[config.mk]
export PLATFORM = sky130hd
export DESIGN_NAME = multicycle_ctl
export DESIGN_NICKNAME = d
export VERILOG_FILES = /design/src/rtl/multicycle_ctl_pkg.sv /design/src/rtl/bus_wait_timer.sv /design/src/rtl/multicycle_ctl.sv
export SDC_FILE = /design/constraint.sdc
export NUM_CORES = 1
export LEC_CHECK = 0
export ABC_AREA = 1
export CAP_MARGIN = 20
export CELL_PAD_IN_SITES_DETAIL_PLACEMENT = 0
export CELL_PAD_IN_SITES_GLOBAL_PLACEMENT = 1
export CORE_ASPECT_RATIO = 0.8
export CORE_MARGIN = 2
export CORE_UTILIZATION = 36
export CTS_BUF_LIST = sky130_fd_sc_hd__clkbuf_2
export DETAILED_ROUTE_END_ITERATION = 8
export PLACE_DENSITY_LB_ADDON = 0.1
export SETUP_SLACK_MARGIN = 0.15
export SLEW_MARGIN = 30
export SYNTH_ARGS = -nofsm -noshare
export SYNTH_HDL_FRONTEND = slang
export SYNTH_SLANG_ARGS = --single-unit
[constraint.sdc]
create_clock -name clk -period 1.9 [get_ports clk]
set_input_delay 0.38 -clock clk [delete_from_list [all_inputs] [get_ports clk]]
set_output_delay 0.38 -clock clk [all_outputs]
set_load 0.02 [all_outputs]
[src/rtl/multicycle_ctl_pkg.sv]
// Shared types for the multicycle RV32I sequencer: states, datapath strobes, trap causes,
// instruction layout and the base opcode constants.
package multicycle_ctl_pkg;

  typedef enum logic [2:0] {
    ST_RESET,
    ST_FETCH,
    ST_DECODE,
    ST_EXECUTE,
    ST_MEMORY,
    ST_WRITEBACK,
    ST_TRAP
  } state_t;

  typedef enum logic [1:0] {
    CAUSE_NONE        = 2'd0,
    CAUSE_ILLEGAL     = 2'd1,
    CAUSE_BUS_TIMEOUT = 2'd2,
    CAUSE_ENV         = 2'd3
  } trap_cause_t;

  typedef struct packed {
    logic fetch_en;
    logic mem_req;
    logic mem_we;
    logic instrdec_ce;
    logic pc_inc;
    logic pc_load;
    logic alu_en;
    logic gp_regfile_we;
  } ctl_signals_t;

  typedef struct packed {
    logic [6:0] funct7;
    logic [4:0] rs2;
    logic [4:0] rs1;
    logic [2:0] funct3;
    logic [4:0] rd;
    logic [6:0] opcode;
  } instr_t;

  localparam logic [6:0] OPC_LOAD   = 7'b0000011;
  localparam logic [6:0] OPC_FENCE  = 7'b0001111;
  localparam logic [6:0] OPC_OP_IMM = 7'b0010011;
  localparam logic [6:0] OPC_AUIPC  = 7'b0010111;
  localparam logic [6:0] OPC_STORE  = 7'b0100011;
  localparam logic [6:0] OPC_OP     = 7'b0110011;
  localparam logic [6:0] OPC_LUI    = 7'b0110111;
  localparam logic [6:0] OPC_BRANCH = 7'b1100011;
  localparam logic [6:0] OPC_JALR   = 7'b1100111;
  localparam logic [6:0] OPC_JAL    = 7'b1101111;
  localparam logic [6:0] OPC_SYSTEM = 7'b1110011;

  // SYSTEM is recognised here; it is routed to TRAP separately as an environment call.
  function automatic logic is_known_opc(input logic [6:0] opc);
    case (opc)
      OPC_LOAD, OPC_FENCE, OPC_OP_IMM, OPC_AUIPC, OPC_STORE, OPC_OP,
      OPC_LUI, OPC_BRANCH, OPC_JALR, OPC_JAL, OPC_SYSTEM: return 1'b1;
      default: return 1'b0;
    endcase
  endfunction

endpackage

[src/rtl/bus_wait_timer.sv]
// Counts memory wait cycles; expired is asserted on the wait cycle that reaches the limit.
// Holds while ce is low; clear has priority over run.
module bus_wait_timer #(
  parameter int unsigned TIMEOUT_CYCLES = 255
) (
  input  logic clk,
  input  logic reset,
  input  logic ce,
  input  logic run,
  input  logic clear,
  output logic expired
);

  localparam int unsigned W = $clog2(TIMEOUT_CYCLES + 1);
  localparam logic [W-1:0] LAST = W'(TIMEOUT_CYCLES - 1);

  logic [W-1:0] cnt_q, cnt_d;

  always_comb begin
    cnt_d = cnt_q;
    if (clear) begin
      cnt_d = '0;
    end else if (run) begin
      cnt_d = cnt_q + W'(1);
    end
  end

  always_ff @(posedge clk) begin
    if (reset) begin
      cnt_q <= '0;
    end else if (ce) begin
      cnt_q <= cnt_d;
    end
  end

  // A ready on the limit cycle drops run, so the normal transition wins.
  assign expired = run && (cnt_q == LAST);

endmodule

[src/rtl/multicycle_ctl.sv]
// Main sequencer for the multicycle RV32I core: opcode-dependent fetch/decode/execute/memory/
// writeback paths, bus wait timeout, sticky trap, cycle and retire counters.
module multicycle_ctl
  import multicycle_ctl_pkg::*;
#(
  parameter bit          FAST_ALU_WB    = 1'b1,
  parameter int unsigned TIMEOUT_CYCLES = 255,
  parameter int unsigned CNT_W          = 32
) (
  input  logic             clk,
  input  logic             reset,
  input  logic             ce,
  input  instr_t           instr,
  input  logic             branch_taken,
  input  logic             mem_ready,
  output ctl_signals_t     ctl_signals,
  output logic             retire,
  output logic             trap,
  output trap_cause_t      trap_cause,
  output logic [CNT_W-1:0] cycle_cnt,
  output logic [CNT_W-1:0] instret_cnt
);

  state_t           state_q, state_d;
  trap_cause_t      cause_q, cause_d;
  logic [CNT_W-1:0] cycle_q, instret_q;
  ctl_signals_t     ctl;
  logic             ret;
  logic             wait_run, wait_clear, wait_expired;
  logic [6:0]       opc;
  logic             is_alu;
  logic             unused_instr;

  assign opc          = instr.opcode;
  assign unused_instr = ^instr[31:7];
  assign is_alu       = (opc == OPC_LUI) || (opc == OPC_AUIPC) ||
                        (opc == OPC_OP)  || (opc == OPC_OP_IMM);

  always_comb begin
    state_d  = state_q;
    cause_d  = cause_q;
    ctl      = '0;
    ret      = 1'b0;
    wait_run = 1'b0;
    case (state_q)
      ST_RESET: state_d = ST_FETCH;
      ST_FETCH: begin
        ctl.fetch_en = 1'b1;
        ctl.mem_req  = 1'b1;
        wait_run     = !mem_ready;
        if (mem_ready) begin
          state_d = ST_DECODE;
        end else if (wait_expired) begin
          state_d = ST_TRAP;
          cause_d = CAUSE_BUS_TIMEOUT;
        end
      end
      ST_DECODE: begin
        ctl.instrdec_ce = 1'b1;
        ctl.pc_inc      = 1'b1;
        if (opc == OPC_SYSTEM) begin
          state_d = ST_TRAP;
          cause_d = CAUSE_ENV;
        end else if (!is_known_opc(opc)) begin
          state_d = ST_TRAP;
          cause_d = CAUSE_ILLEGAL;
        end else begin
          state_d = ST_EXECUTE;
        end
      end
      ST_EXECUTE: begin
        ctl.alu_en = 1'b1;
        if (opc == OPC_LOAD || opc == OPC_STORE) begin
          state_d = ST_MEMORY;
        end else if (opc == OPC_BRANCH) begin
          ctl.pc_load = branch_taken;
          ret         = 1'b1;
          state_d     = ST_FETCH;
        end else if (opc == OPC_JAL || opc == OPC_JALR) begin
          ctl.pc_load = 1'b1;
          state_d     = ST_WRITEBACK;
        end else if (opc == OPC_FENCE) begin
          ret     = 1'b1;
          state_d = ST_FETCH;
        end else if (is_alu && FAST_ALU_WB) begin
          ctl.gp_regfile_we = 1'b1;
          ret               = 1'b1;
          state_d           = ST_FETCH;
        end else if (is_alu) begin
          state_d = ST_WRITEBACK;
        end else begin
          // Instruction register changed under us after decode: treat as illegal.
          state_d = ST_TRAP;
          cause_d = CAUSE_ILLEGAL;
        end
      end
      ST_MEMORY: begin
        ctl.mem_req = 1'b1;
        ctl.mem_we  = (opc == OPC_STORE);
        wait_run    = !mem_ready;
        if (mem_ready) begin
          ret     = (opc == OPC_STORE);
          state_d = (opc == OPC_STORE) ? ST_FETCH : ST_WRITEBACK;
        end else if (wait_expired) begin
          state_d = ST_TRAP;
          cause_d = CAUSE_BUS_TIMEOUT;
        end
      end
      ST_WRITEBACK: begin
        ctl.gp_regfile_we = 1'b1;
        ret               = 1'b1;
        state_d           = ST_FETCH;
      end
      ST_TRAP: state_d = ST_TRAP;
      default: state_d = ST_RESET;
    endcase
  end

  assign wait_clear = (state_d != state_q);

  generate
    if (TIMEOUT_CYCLES != 0) begin : g_timer
      bus_wait_timer #(.TIMEOUT_CYCLES(TIMEOUT_CYCLES)) u_timer (
        .clk     (clk),
        .reset   (reset),
        .ce      (ce),
        .run     (wait_run),
        .clear   (wait_clear),
        .expired (wait_expired)
      );
    end else begin : g_no_timer
      logic unused_timer;
      assign unused_timer = wait_run ^ wait_clear;
      assign wait_expired = 1'b0;
    end
  endgenerate

  always_ff @(posedge clk) begin
    if (reset) begin
      state_q   <= ST_RESET;
      cause_q   <= CAUSE_NONE;
      cycle_q   <= '0;
      instret_q <= '0;
    end else if (ce) begin
      state_q <= state_d;
      cause_q <= cause_d;
      if (state_q != ST_TRAP) cycle_q <= cycle_q + CNT_W'(1);
      if (ret) instret_q <= instret_q + CNT_W'(1);
    end
  end

  assign ctl_signals = ce ? ctl : '0;
  assign retire      = ce && ret;
  assign trap        = ce && (state_q == ST_TRAP);
  assign trap_cause  = cause_q;
  assign cycle_cnt   = cycle_q;
  assign instret_cnt = instret_q;

endmodule

==> metrics.txt, run 1 <==
worst slew pin tran=between 0.5 and 0.6 ns; top-count cell post-synth=nand2_1; # DRC=0; Setup Total Neg Slack=-2.04 ns; Die ar.=approximately 14000 sq um; Worst path most repeated cell=buf_6; setup slack after layout=-0.190 ns; CP Launch Type=flop; #FFs+latches synth=77; Max Fanout on Critical Path=5; # H-tree levels=3; post-synthesis cell type count=37; Synth Area per Inst=6.63 sq um; beginning of the worst register-to-register path=state_q[1]$_SDFFE_PP0P_; max_cap viols=0; commonest cells in the netlist=nand2_1, nor2_1, dfxtp_1; antenna violations before repair=0; Routed Antenna Nets=0; nets=938; largest net degree at the start of global routing=45; vias in the first global route=approximately 4900; Hold Crit Start=reset; fin area=7270 sq um; die width=around 130 um; element type at the critical path end=flop; worst min-delay path class=in -> reg; Clock Tree Buf Depth=2; first-pass GRT wire length=23600 um; Final Cycle Share=1.10; synth-to-layout area growth=58.3%; WS Path Type=reg -> reg; failing checks=setup timing; Post-synth EDFFs=0; Fmax achieved=479 MHz; CTS tree=yes; # rows=36; FF-to-FF setup slack=-0.19 ns; crit-path cells=buf_6 -> nor2_2 -> nand2_1 -> nand2_2 -> buf_6 -> buf_6 -> nand3_4 -> nand2_4 -> a21oi_2 -> nand2_1 -> nand2_2 -> a21oi_2 -> nand3_2 -> nand2_4 -> nand3_2 -> nor2_1; IO Count=around 110; CTS Hold Bufs=0; Syn Nets=734; CP Launch Point=state_q[1]$_SDFFE_PP0P_; predominant post-synthesis flop cell=dfxtp_1; placed wire-length estimate=roughly 11000 um; RD Place Congestion=0.980; worst hold margin=0.327 ns; Arr. time, crit path=about 2.6 ns; final setup fails=26; Syn Inst Count=roughly 690; WL per Instance=14.2 um; P per Cell Area=417 nW/um^2; global route overflow=0; ant diodes=0; Hold Vio Cnt, Final=0; IO buf count=between 80 and 90; layout cells sized above 1=0.433; FFs w/ async S/R, synth=0; Max stage delay on crit path=0.41 ns; Final Max Tran Viols=0; Core Area=12300 sq um; final core utilization=0.591; Worst Path Buf+Inv=3; vias=~5300; initial core utilization=0.374; crit path time final=2.09 ns; Die H=about 110 um; Syn. warnings=0; final wirelength=15200 um; Largest delay share family, worst path=simple AND/OR/NAND/NOR gates; pre-CTS setup slack=-0.745 ns; all-layer global routing usage=0.216; top cells by area, synth=dfxtp_1, nand2_1, nor2_1; DR pass1 iterations=5; Yosys top cell by area=dfxtp_1; slowest cell on the critical path=dfxtp_4; # fillers=1197; DRT iter0 DRCs=306; P_leak=just over 3 nW; slew margin rel.=0.614; status=finished, violations left; clk_skew=0.0306 ns; Critical Path RT=~2.4 ns; post-synthesis sequential area ratio=0.336; Inserted Clock Buffers=9; clk slew on worst S/H paths=0.19 ns; Clock Latency Late Sink=0.57 ns; placed cell area=6290 sq um; clock tree sinks=77; root buffer cell=clkbuf_2; mapped cell area=4590 sq um; Vias/cell=4.96; maximum vdd ir drop=approximately 0.37 mV; RSZ-0062 raised after global routing=yes; Synth top area share=0.336
-- worst reg2reg max path, cell delays in order, from the launching register on --
cell	delay, ns
dfxtp_4	0.41
buf_6	0.13
nor2_2	0.10
nand2_1	0.09
nand2_2	0.10
buf_6	0.10
buf_6	0.10
nand3_4	0.09
nand2_4	0.10
a21oi_2	0.05
nand2_1	0.08
nand2_2	0.09
a21oi_2	0.18
nand3_2	0.11
nand2_4	0.13
nand3_2	0.08
nor2_1	0.12
-- per-stage QoR --
stage,total power (W),std cells
floorplan,0.00191,693
global placement,0.00212,1022
detailed placement,0.00213,1022
CTS,0.00297,1052
global route,0.00317,1073
finish,0.00303,1073
-- power by group --
part           total [W]  internal (W)  switching (W)
Combinational   0.000614      0.000279       0.000335
Sequential       0.00164       0.00162      0.0000155
Clock           0.000782      0.000175       0.000607
-- final timing paths --
path | endpoint | depth (start not counted)
worst max-delay path | g_timer.u_timer.cnt_q[0]$_SDFFE_PP0P_ | 16
worst min-delay path | g_timer.u_timer.cnt_q[2]$_SDFFE_PP0P_ | 4
worst max register to register | g_timer.u_timer.cnt_q[0]$_SDFFE_PP0P_ | 16
worst min register to register | instret_cnt[6]$_SDFFE_PP0P_ | 2
-- final cells by class --
class / count / area, sq um / share of cell area
multi-input cells: 520 / 3250 / 0.447
repair buffers: 210 / 1760 / 0.242
flip-flops and latches: 77 / 1640 / 0.226
inverters: 79 / 323 / 0.0444
well taps: 171 / 214 / 0.0294
clock buffers: 11 / 55.1 / 0.00757
clock inverters: 5 / 27.5 / 0.00378
-- logic make-up (layout without fill, tap and decap cells) --
| group | Yosys count | in the layout | synth area share |
|---|---|---|---|
| buf+inv | 96 | 305 | 0.0836 |
| compound gates | 104 | 104 | 0.118 |
| simple gates | 382 | 382 | 0.395 |
| flops | 77 | 77 | 0.336 |
| xor+xnor | 30 | 30 | 0.0572 |
| fa+ha+maj | 4 | 4 | 0.0109 |
-- cells in the final DEF (no fill, tap or decap), types with 20 or more instances in the layout --
master	count
buf_4	101
dfxtp_2	44
clkbuf_2	29
nor2_1	60
inv_1	63
buf_6	31
nand3_1	22
dfxtp_1	21
nand2_1	151
xor2_1	20
a21oi_1	52
-- what timing repair did --
item	in CTS	in global routing
pin swaps	31	46
endpoints found under the setup margin	115	126
setup buffers	14	21
resized for setup	313	184
endpoints found under the hold margin	0	0
-- per-layer routing --
layer	share of wire	track usage
met1	0.49	0.310
met2	0.45	0.330
met3	0.046	0.0507
met4	0.0084	0.0453
met5	0	0
-- registers in the layout, summed over array words and instances (netlist names) --
| signal | cells |
|---|---|
| trap_cause | 2 |
| cycle_cnt | 32 |
| state_q | 3 |
| g_timer.u_timer.cnt_q | 8 |
| instret_cnt | 32 |
Power figures use the tool's default switching activity.
==> inputs of run 2 (changes only) <==
CORE_MARGIN = not set   (was 2)
==> run 2 against run 1 <==
- the flow still finishes with violations (setup timing)
- via count fell by 1.9%
- utilization fell by 0.25 points
- final cell count fell by 0.93%
- clock skew fell by 0.0028 ns
- total power rose by 1.1%
- sequential power barely moved
- largest power group unchanged
==> metrics.txt, run 2 (synthesis gave the netlist of run 1 again) <==
status=finished, violations left (unchanged); failing checks=setup timing (unchanged); # H-tree levels=3 (unchanged); fin area=7240 sq um (was 7270 sq um); Clock Tree Buf Depth=2 (unchanged); all-layer global routing usage=0.228 (was 0.216); pre-CTS setup slack=-0.731 ns (was -0.745 ns); largest net degree at the start of global routing=45 (unchanged); Worst Path Buf+Inv=3 (unchanged); Placed Cells incl. Taps=1014 (was 1022); crit-path cells=buf_12 -> nor2_4 -> o21ai_2 -> nand2_2 -> nand2_2 -> inv_2 -> buf_6 (was buf_6 -> nor2_2 -> nand2_1 -> nand2_2 -> buf_6 -> buf_6 -> nand3_4 -> nand2_4 -> a21oi_2 -> nand2_1 -> nand2_2 -> a21oi_2 -> nand3_2 -> nand2_4 -> nand3_2 -> nor2_1); slowest cell on the critical path=dfxtp_4 (unchanged); vias=5218 (was 5319); CTS tree=yes (unchanged); element type at the critical path end=output pin (was flop); highest-count cells in the layout ignoring fill and taps=nand2_1, buf_4, inv_1 (unchanged); Die H=103 um (was 105 um); Pwr Total=0.00306 W (was 0.00303 W); # rows=36 (unchanged); Die ar.=13200 sq um (was 13700 sq um); max_cap viols=0 (unchanged); CP Launch Type=flop (unchanged); setup slack after layout=-0.0978 ns (was -0.190 ns); antenna violations before repair=0 (unchanged); IO buf count=87 (unchanged); Worst path most repeated cell=nand2_2 (was buf_6); DR pass1 iterations=5 (unchanged); Final Cycle Share=1.05 (was 1.10); global route overflow=0 (unchanged); P_leak=3.15 nW (was 3.12 nW); worst slew pin tran=0.569 ns (was 0.579 ns); vias in the first global route=4916 (was 4910); Critical Path RT=1.52 ns (was 2.39 ns); Vias/cell=4.91 (was 4.96); die width=128 um (was 130 um); RSZ-0062 raised after global routing=yes (unchanged); Hold Vio Cnt, Final=0 (unchanged); DRT iter0 DRCs=321 (was 306); IO Count=113 (unchanged); Final Max Tran Viols=0 (unchanged); Core Area=12300 sq um (unchanged); P per Cell Area=423 nW/um^2 (was 417 nW/um^2); clk slew on worst S/H paths=0.23 ns (was 0.19 ns); first-pass GRT wire length=23900 um (was 23600 um); placed wire-length estimate=10600 um (was 10800 um); worst min-delay path class=in -> reg (unchanged); final setup fails=13 (was 26); maximum vdd ir drop=0.361 mV (was 0.370 mV); layout cells sized above 1=0.398 (was 0.433); Inserted Clock Buffers=9 (unchanged); Final Non-Filler Cells=1063 (was 1073); most common cell after layout, fill and taps aside=nand2_1 (unchanged); Largest delay share family, worst path=flip-flops (was simple AND/OR/NAND/NOR gates); FF-to-FF setup slack=-0.03 ns (was -0.19 ns); placed cell area=6250 sq um (was 6290 sq um); WL per Instance=13.8 um (was 14.2 um); final wirelength=14700 um (was 15200 um); clock tree sinks=77 (unchanged); Routed Antenna Nets=0 (unchanged); nets=929 (was 938); clk_skew=0.0279 ns (was 0.0306 ns); initial core utilization=0.374 (unchanged); worst hold margin=0.316 ns (was 0.327 ns); # DRC=0 (unchanged); ant diodes=0 (unchanged); Max Fanout on Critical Path=7 (was 5); root buffer cell=clkbuf_2 (unchanged); Arr. time, crit path=1.62 ns (was 2.58 ns); Max stage delay on crit path=0.40 ns (was 0.41 ns); Clock Latency Late Sink=0.52 ns (was 0.57 ns); crit path time final=2.00 ns (was 2.09 ns); Fmax achieved=501 MHz (was 479 MHz); WS Path Type=reg -> out (was reg -> reg); CTS Hold Bufs=0 (unchanged); RD Place Congestion=0.959 (was 0.980); synth-to-layout area growth=57.6% (was 58.3%); slew margin rel.=0.621 (was 0.614)
==> run 2: cell count changes in the layout (fill, tap and decap cells not counted), sizes merged <==
cell | before | now
inv | 77 | 78
dlygate4sd2 | 11 | 31
clkinvlp | 1 | 3
clkdlybuf4s15 | 30 | 27
clkinv | 6 | 3
buf | 148 | 135
clkdlybuf4s50 | 3 | 2
clkbuf | 29 | 15
bufinv | 0 | 1
==> run 2: worst paths after layout <==
| kind | startpoint | cells past startpoint | to |
|---|---|---|---|
| min reg2reg | cycle_cnt[16]$_SDFFE_PP0P_ | 1 | cycle_cnt[18]$_SDFFE_PP0P_ |
| min | reset | 4 | instret_cnt[11]$_SDFFE_PP0P_ |
| max reg2reg | state_q[1]$_SDFFE_PP0P_ | 16 | g_timer.u_timer.cnt_q[0]$_SDFFE_PP0P_ |
| max | state_q[2]$_SDFFE_PP0P_ | 7 | retire |
==> run 2: per-stage QoR <==
step / util / TNS, ns
after floorplan: - / 0
after global placement: 0.509 / -26.27
after detailed placement: 0.509 / -29.53
after CTS: 0.548 / -0.981
after global routing: 0.589 / -3.47
final: 0.589 / -0.363
==> run 2: repair_timing <==
item                                    4_1_cts  5_1_grt
resized for setup                           289      144
pin swaps                                    32       36
buffers inserted                             19       15
endpoints found under the setup margin      114      108
==> run 2: where the power goes <==
part           internal [W]  switching [W]  leakage, nW  total, W
Sequential          0.00162      0.0000174        0.651   0.00164
Clock              0.000293       0.000598       0.0618  0.000891
Combinational      0.000239       0.000292         2.44  0.000531
==> run 2: per-layer routing <==
layer / up-vias / routed length, um / global-route usage
li1: 2675 / - / -
met1: 2404 / 7430 / 0.320
met2: 122 / 6390 / 0.361
met3: 17 / 712 / 0.0457
met4: 0 / 193 / 0.0480
met5: - / 0 / 0
==> run 2: area by class of cell <==
| class | count | area (sq um) |
|---|---|---|
| multi-input combinational | 520 | 3230 |
| inverter | 79 | 325 |
| clock inverter | 6 | 62.6 |
| sequential | 77 | 1640 |
| clock buffer | 9 | 45.0 |
| fill | 1169 | 5050 |
| tap | 171 | 214 |
| timing repair buffer | 201 | 1730 |
==> run 2: worst register-to-register path: cells and delay by family, from the launching register on <==
family	cells	cell delay, ns
AOI/OAI and AO/OA	2	0.22
and+or+nand+nor	9	0.76
DFF	1	0.40
buffers and inverters	5	0.49
